[config.mk]
export PLATFORM = sky130hd
export DESIGN_NAME = div_share_arbiter
export DESIGN_NICKNAME = d
export VERILOG_FILES = /design/src/rtl/div_arb_pkg.sv /design/src/rtl/div_share_arbiter_rr_picker.sv /design/src/rtl/div_share_arbiter.sv
export SDC_FILE = /design/constraint.sdc
export NUM_CORES = 1
export LEC_CHECK = 0
export CAP_MARGIN = 40
export CORE_AREA = 8 8 175 177
export DETAILED_ROUTE_END_ITERATION = 8
export DIE_AREA = 0 0 183 185
export HOLD_SLACK_MARGIN = 0.08
export RECOVER_POWER = 50
export SYNTH_ARGS = -nofsm -noshare
export SYNTH_HDL_FRONTEND = slang
export SYNTH_SLANG_ARGS = --single-unit
[constraint.sdc]
create_clock -name CLK -period 3.24 [get_ports CLK]
set_input_delay 0.648 -clock CLK [delete_from_list [all_inputs] [get_ports CLK]]
set_output_delay 0.648 -clock CLK [all_outputs]
set_load 0.01 [all_outputs]
[src/rtl/div_arb_pkg.sv]
// Shared types and constants for the divider-sharing arbiter.
// Any block fronting the shared signed divider imports this package.
package div_arb_pkg;

  localparam int DEF_WIDTH = 32;
  localparam int DEF_NREQ  = 4;

  // Widest operand the divide-by-zero quotient pattern covers.
  localparam int MAX_WIDTH = 64;

  // Quotient reported for divide-by-zero: all ones.
  localparam logic [MAX_WIDTH-1:0] DZ_COC = {MAX_WIDTH{1'b1}};

  typedef enum logic [1:0] {
    IDLE  = 2'd0,
    ISSUE = 2'd1,
    WAIT  = 2'd2,
    RESP  = 2'd3
  } arb_state_t;

  // Increment a requester index, wrapping back to zero after n-1.
  function automatic int wrap_inc(input int idx, input int n);
    return (idx + 1 >= n) ? 0 : idx + 1;
  endfunction

endpackage

[src/rtl/div_share_arbiter_rr_picker.sv]
// Combinational round-robin picker: the first set request at or above ptr,
// wrapping modulo NREQ. Reusable in front of any shared resource.
module rr_picker #(
  parameter int NREQ = 4,
  parameter int IDW  = $clog2(NREQ)
) (
  input  logic [NREQ-1:0] req,
  input  logic [IDW-1:0]  ptr,
  output logic [NREQ-1:0] gnt,
  output logic [IDW-1:0]  id,
  output logic            any
);

  // Index ptr+k, folded back into 0..NREQ-1.
  function automatic logic [IDW-1:0] wrap_add(input logic [IDW-1:0] p, input int k);
    int s;
    s = int'(p) + k;
    return (s >= NREQ) ? IDW'(s - NREQ) : IDW'(s);
  endfunction

  // Winner search: offsets are scanned downward so the smallest offset wins.
  always_comb begin
    id  = {IDW{1'b0}};
    any = |req;
    for (int k = NREQ - 1; k >= 0; k--) begin
      id = req[wrap_add(ptr, k)] ? wrap_add(ptr, k) : id;
    end
  end

  // One-hot grant decoded from the winner id.
  always_comb begin
    gnt = {NREQ{1'b0}};
    for (int i = 0; i < NREQ; i++) begin
      gnt[i] = any && (id == IDW'(i));
    end
  end

endmodule

[src/rtl/div_share_arbiter.sv]
// Round-robin front end sharing one sequential signed divider among NREQ
// requesters, with local divide-by-zero trapping and a tagged response channel.
module div_share_arbiter
  import div_arb_pkg::*;
#(
  parameter int WIDTH = DEF_WIDTH,
  parameter int NREQ  = DEF_NREQ,
  parameter int IDW   = $clog2(NREQ)
) (
  input  logic                  CLK,
  input  logic                  RSTa,
  input  logic [NREQ-1:0]       req_valid,
  output logic [NREQ-1:0]       req_ready,
  input  logic [NREQ*WIDTH-1:0] req_num,
  input  logic [NREQ*WIDTH-1:0] req_den,
  output logic                  rsp_valid,
  input  logic                  rsp_ready,
  output logic [IDW-1:0]        rsp_id,
  output logic [WIDTH-1:0]      rsp_coc,
  output logic [WIDTH-1:0]      rsp_res,
  output logic                  rsp_dz,
  output logic                  div_start,
  output logic [WIDTH-1:0]      div_num,
  output logic [WIDTH-1:0]      div_den,
  input  logic [WIDTH-1:0]      div_coc,
  input  logic [WIDTH-1:0]      div_res,
  input  logic                  div_done
);

  arb_state_t       state_r;
  arb_state_t       state_s;
  logic [IDW-1:0]   rr_ptr_r;
  logic [IDW-1:0]   id_r;
  logic [WIDTH-1:0] num_r;
  logic [WIDTH-1:0] den_r;
  logic [WIDTH-1:0] coc_r;
  logic [WIDTH-1:0] res_r;
  logic             dz_r;

  logic [NREQ-1:0]  pick_gnt_s;
  logic [IDW-1:0]   pick_id_s;
  logic             pick_any_s;
  logic [WIDTH-1:0] sel_num_s;
  logic [WIDTH-1:0] sel_den_s;
  logic             sel_dz_s;
  logic             grant_s;
  logic             rsp_hs_s;

  rr_picker #(
    .NREQ (NREQ),
    .IDW  (IDW)
  ) u_picker (
    .req (req_valid),
    .ptr (rr_ptr_r),
    .gnt (pick_gnt_s),
    .id  (pick_id_s),
    .any (pick_any_s)
  );

  // Operand mux for the current winner plus the divide-by-zero trap.
  always_comb begin
    sel_num_s = {WIDTH{1'b0}};
    sel_den_s = {WIDTH{1'b0}};
    for (int i = 0; i < NREQ; i++) begin
      sel_num_s = (pick_id_s == IDW'(i)) ? req_num[i*WIDTH +: WIDTH] : sel_num_s;
      sel_den_s = (pick_id_s == IDW'(i)) ? req_den[i*WIDTH +: WIDTH] : sel_den_s;
    end
    sel_dz_s = (sel_den_s == {WIDTH{1'b0}});
  end

  assign grant_s  = (state_r == IDLE) && pick_any_s;
  assign rsp_hs_s = (state_r == RESP) && rsp_ready;

  // State register.
  always_ff @(posedge CLK or negedge RSTa) begin
    if (!RSTa) begin
      state_r <= IDLE;
    end else begin
      state_r <= state_s;
    end
  end

  // Next-state logic; a zero divisor bypasses the divider entirely.
  always_comb begin
    state_s = state_r;
    case (state_r)
      IDLE: begin
        if (pick_any_s) begin
          state_s = sel_dz_s ? RESP : ISSUE;
        end else begin
          state_s = IDLE;
        end
      end
      ISSUE: state_s = WAIT;
      WAIT: begin
        if (div_done) begin
          state_s = RESP;
        end else begin
          state_s = WAIT;
        end
      end
      RESP: begin
        if (rsp_ready) begin
          state_s = IDLE;
        end else begin
          state_s = RESP;
        end
      end
      default: state_s = IDLE;
    endcase
  end

  // Moore-style controls; the accept strobe is held off while reset is applied.
  always_comb begin
    req_ready = {NREQ{1'b0}};
    div_start = 1'b0;
    rsp_valid = 1'b0;
    case (state_r)
      IDLE:    req_ready = RSTa ? pick_gnt_s : {NREQ{1'b0}};
      ISSUE:   div_start = 1'b1;
      WAIT:    div_start = 1'b0;
      RESP:    rsp_valid = 1'b1;
      default: rsp_valid = 1'b0;
    endcase
  end

  // Operand and result latches, plus the round-robin pointer.
  always_ff @(posedge CLK or negedge RSTa) begin
    if (!RSTa) begin
      rr_ptr_r <= {IDW{1'b0}};
      id_r     <= {IDW{1'b0}};
      num_r    <= {WIDTH{1'b0}};
      den_r    <= {WIDTH{1'b0}};
      coc_r    <= {WIDTH{1'b0}};
      res_r    <= {WIDTH{1'b0}};
      dz_r     <= 1'b0;
    end else begin
      if (grant_s) begin
        id_r  <= pick_id_s;
        num_r <= sel_num_s;
        den_r <= sel_den_s;
        dz_r  <= sel_dz_s;
        if (sel_dz_s) begin
          coc_r <= DZ_COC[WIDTH-1:0];
          res_r <= sel_num_s;
        end
      end else if ((state_r == WAIT) && div_done) begin
        coc_r <= div_coc;
        res_r <= div_res;
        dz_r  <= 1'b0;
      end
      if (rsp_hs_s) begin
        rr_ptr_r <= IDW'(wrap_inc(int'(id_r), NREQ));
      end
    end
  end

  assign rsp_id  = id_r;
  assign rsp_coc = coc_r;
  assign rsp_res = res_r;
  assign rsp_dz  = dz_r;
  assign div_num = num_r;
  assign div_den = den_r;

endmodule
==> results.ini <==
[outcome]
status=finished, violations left
violations=capacitance limit, slew limit

[critical_path]
cp_num_buf_inv=5
cpLargestDelayFamily=simple AND/OR/NAND/NOR gates
crit_path_top_delay_cell=dfrtp_2
crit_fanout=12
end_kind=register
crit_chain=nand2_2 -> buf_4 -> nor2_2 -> nor3_4 -> buf_6 -> buf_4 -> mux2i_1 -> mux2i_1 -> nor4_2 -> and3_4 -> a31oi_4 -> buf_6 -> clkbuf_16 -> mux2_4
worstPathArrival_ps=3440
worst-endpoint-required_ps=3530
cp_slowest_stage_delay_ps=450
setup.worst_path.start_class=register
critPathKind=reg2reg

[global_route]
grt_max_degree=66
grt_pass1_wl_um=50560
antenna_found_initial=0
grt_use_total_pct=19.48
grt_overflow_total=0
first_global_vias=8492

[synth]
synth_most_common_cell=nand2_1
synth_compound_area_share_pct=2.184
yosys.area.top_type=dfrtp_1
synthMuxAreaShare_pct=24.08
synthArstFlopShare_pct=100.0
synth.area.top_cells=dfrtp_1 43%, nand2_1 14%, mux2i_1 14%, nand3_1 6.5%, mux2_4 5.4%
synth-seq-cells=135
yosysWarningCount=0
synth-edff-count=0
syn-cell-area_um2=7790
ys_top_cells_by_count=297 x nand2_1, 135 x dfrtp_1, 106 x mux2i_1, 101 x nand3_1
synth-xor-area-share_pct=0
avgSynthCellArea_um2=8.723
ys.flop_type=dfrtp_1
syn_nets=1222
synth_seq_area_share_pct=43.37
yosys.area.top_type_share_pct=43.37
synth_cell_types=32
syn_inst=893
synth_top_family_by_area=simple AND/OR/NAND/NOR gates
synth-simple-area-share_pct=25.06
synth_fa_ha_area_share_pct=0.1606

[finish]
num-nets-final=1733
syn_to_final_growth_pct=84.40
num_antenna_cells=0
fillers=2692
fin_util_pct=51.15
layout-drive-gt1-share_pct=14.75

[clock_tree]
clock-sinks=135
clk_latency_ps=410
root_buffer=clkbuf_16
cts_tree=done
clk_pin_slew_ps=70
numCtsBuffers=17
h-tree-depth=4
clk_path_buf_depth=2
cts_hold_buf=0

[drt]
antenna_left=0
drtPass1Iterations=5
viasPerCell=4.557
detail_route.wl_per_cell_um=19.33
wl_um=34810
drc_errors=0
via_count=8207
drt_iter0_markers=401

[die]
initial_utilization_pct=27.74
die-area_um2=33860
die_w_um=183
rows=62
ios=465
dieHeight_um=185
core_area_um2=28080

[power]
p_per_area_nw_per_um2=844.4
vdd_drop_max_mv=0.3620
power.leakage_nw=6.805

[timing]
hold_viol=0
max_freq_mhz=317.6
worstMarginPinSlew_ps=1502
finClkSkew_ps=11.39
finalCritPeriodShare_pct=97.19
min_period_ps=3149
holdWs_ps=95.16
setup_viol=0
slew_violations=53
setup_tns_ps=0
fin_ws_ps=91.15
slew_headroom_pct=-0.1000

[place]
dp_hpwl_um=27190
io_buffers=464
pre_cts_ws_ps=-921.4
gp_congestion=0.9051

[hold_path]
hold_path.class=in2async

[flow_run]
cap_violations=1

==> per-layer routing <==
metal | up-vias | track usage (%) | share of wire, %
li1 | 3985 | - | -
met1 | 3890 | 22.83 | 40
met2 | 307 | 34.72 | 51
met3 | 25 | 5.434 | 6.8
met4 | 0 | 4.750 | 1.6
met5 | - | 0 | 0
==> sequential cells by signal, indices dropped and copies added, names as in the netlist <==
signal / flops
state_r: 2
div_num: 32
rsp_coc: 32
rsp_res: 32
rr_ptr_r: 2
div_den: 32
rsp_id: 2
rsp_dz: 1
==> logic make-up (layout without fill, tap and decap cells) <==
| kind of cell | Yosys count | in the layout |
|---|---|---|
| fa+ha+maj | 1 | 1 |
| compound gates | 30 | 30 |
| simple gates | 464 | 464 |
| flops | 135 | 135 |
| buf+inv | 94 | 618 |
| mux | 169 | 169 |
==> cells in the final DEF (no fill, tap or decap), types with 21 or more instances in the layout <==
| cell | count |
|---|---|
| nand2_1 | 296 |
| mux2_2 | 32 |
| buf_4 | 57 |
| dlygate4sd3_1 | 56 |
| mux2_4 | 31 |
| nand3_1 | 101 |
| dfrtp_1 | 134 |
| o21ai_0 | 21 |
| mux2i_1 | 100 |
| nor2_1 | 37 |
| inv_1 | 34 |
| clkdlybuf4s50_1 | 399 |
==> worst paths after layout <==
path / startpoint / to / slack, ps / depth (start not counted)
max in group asynchronous: RSTa / rr_ptr_r[1]$_DFFE_PN0P_ / 1310 / 2
min in group CLK: div_num[15]$_DFFE_PN0P_ / div_num[15]$_DFFE_PN0P_ / 470 / 2
worst min register to register: div_num[15]$_DFFE_PN0P_ / div_num[15]$_DFFE_PN0P_ / 470 / 2
worst max-delay path: rr_ptr_r[1]$_DFFE_PN0P_ / rsp_res[14]$_DFFE_PN0P_ / 90 / 14
worst min-delay path: RSTa / rsp_coc[15]$_DFFE_PN0P_ / 100 / 1
worst max register to register: rr_ptr_r[1]$_DFFE_PN0P_ / rsp_res[14]$_DFFE_PN0P_ / 90 / 14
==> repair_timing <==
item / 4_1_cts / 5_1_grt
setup endpoints to repair: 68 / 67
resized for setup: 36 / 30
hold endpoints to repair: 0 / 0
pin swaps: 8 / 6
buffers inserted: 16 / 3
gates cloned: 2 / 3
==> metrics by stage <==
step / area, µm² / std cells / power [mW]
final: 14370 / 1801 / 12.13
after global routing: 14370 / 1801 / 12.92
after CTS: 14230 / 1797 / 12.34
after detailed placement: 13270 / 1747 / 9.817
after global placement: 13270 / 1747 / 9.722
after floorplan: 7790 / 893 / 6.244
==> area by class of cell <==
type,instances,area [µm²],share of cell area [%]
Inverter,34,127.6,0.8884
Clock inverter,14,210.2,1.463
Timing Repair Buffer,552,5545,38.60
Clock buffer,18,429.2,2.988
Sequential cell,135,3379,23.53
Multi-Input combinational cell,664,4193,29.19
Tap cell,384,480.5,3.345
==> where the power goes <==
group          total (mW)  switching [mW]  internal (mW)
combinational        6.95            3.26           3.69
sequential           3.03           0.492           2.54
clock                2.15           0.833           1.32
Power figures use the tool's default switching activity.
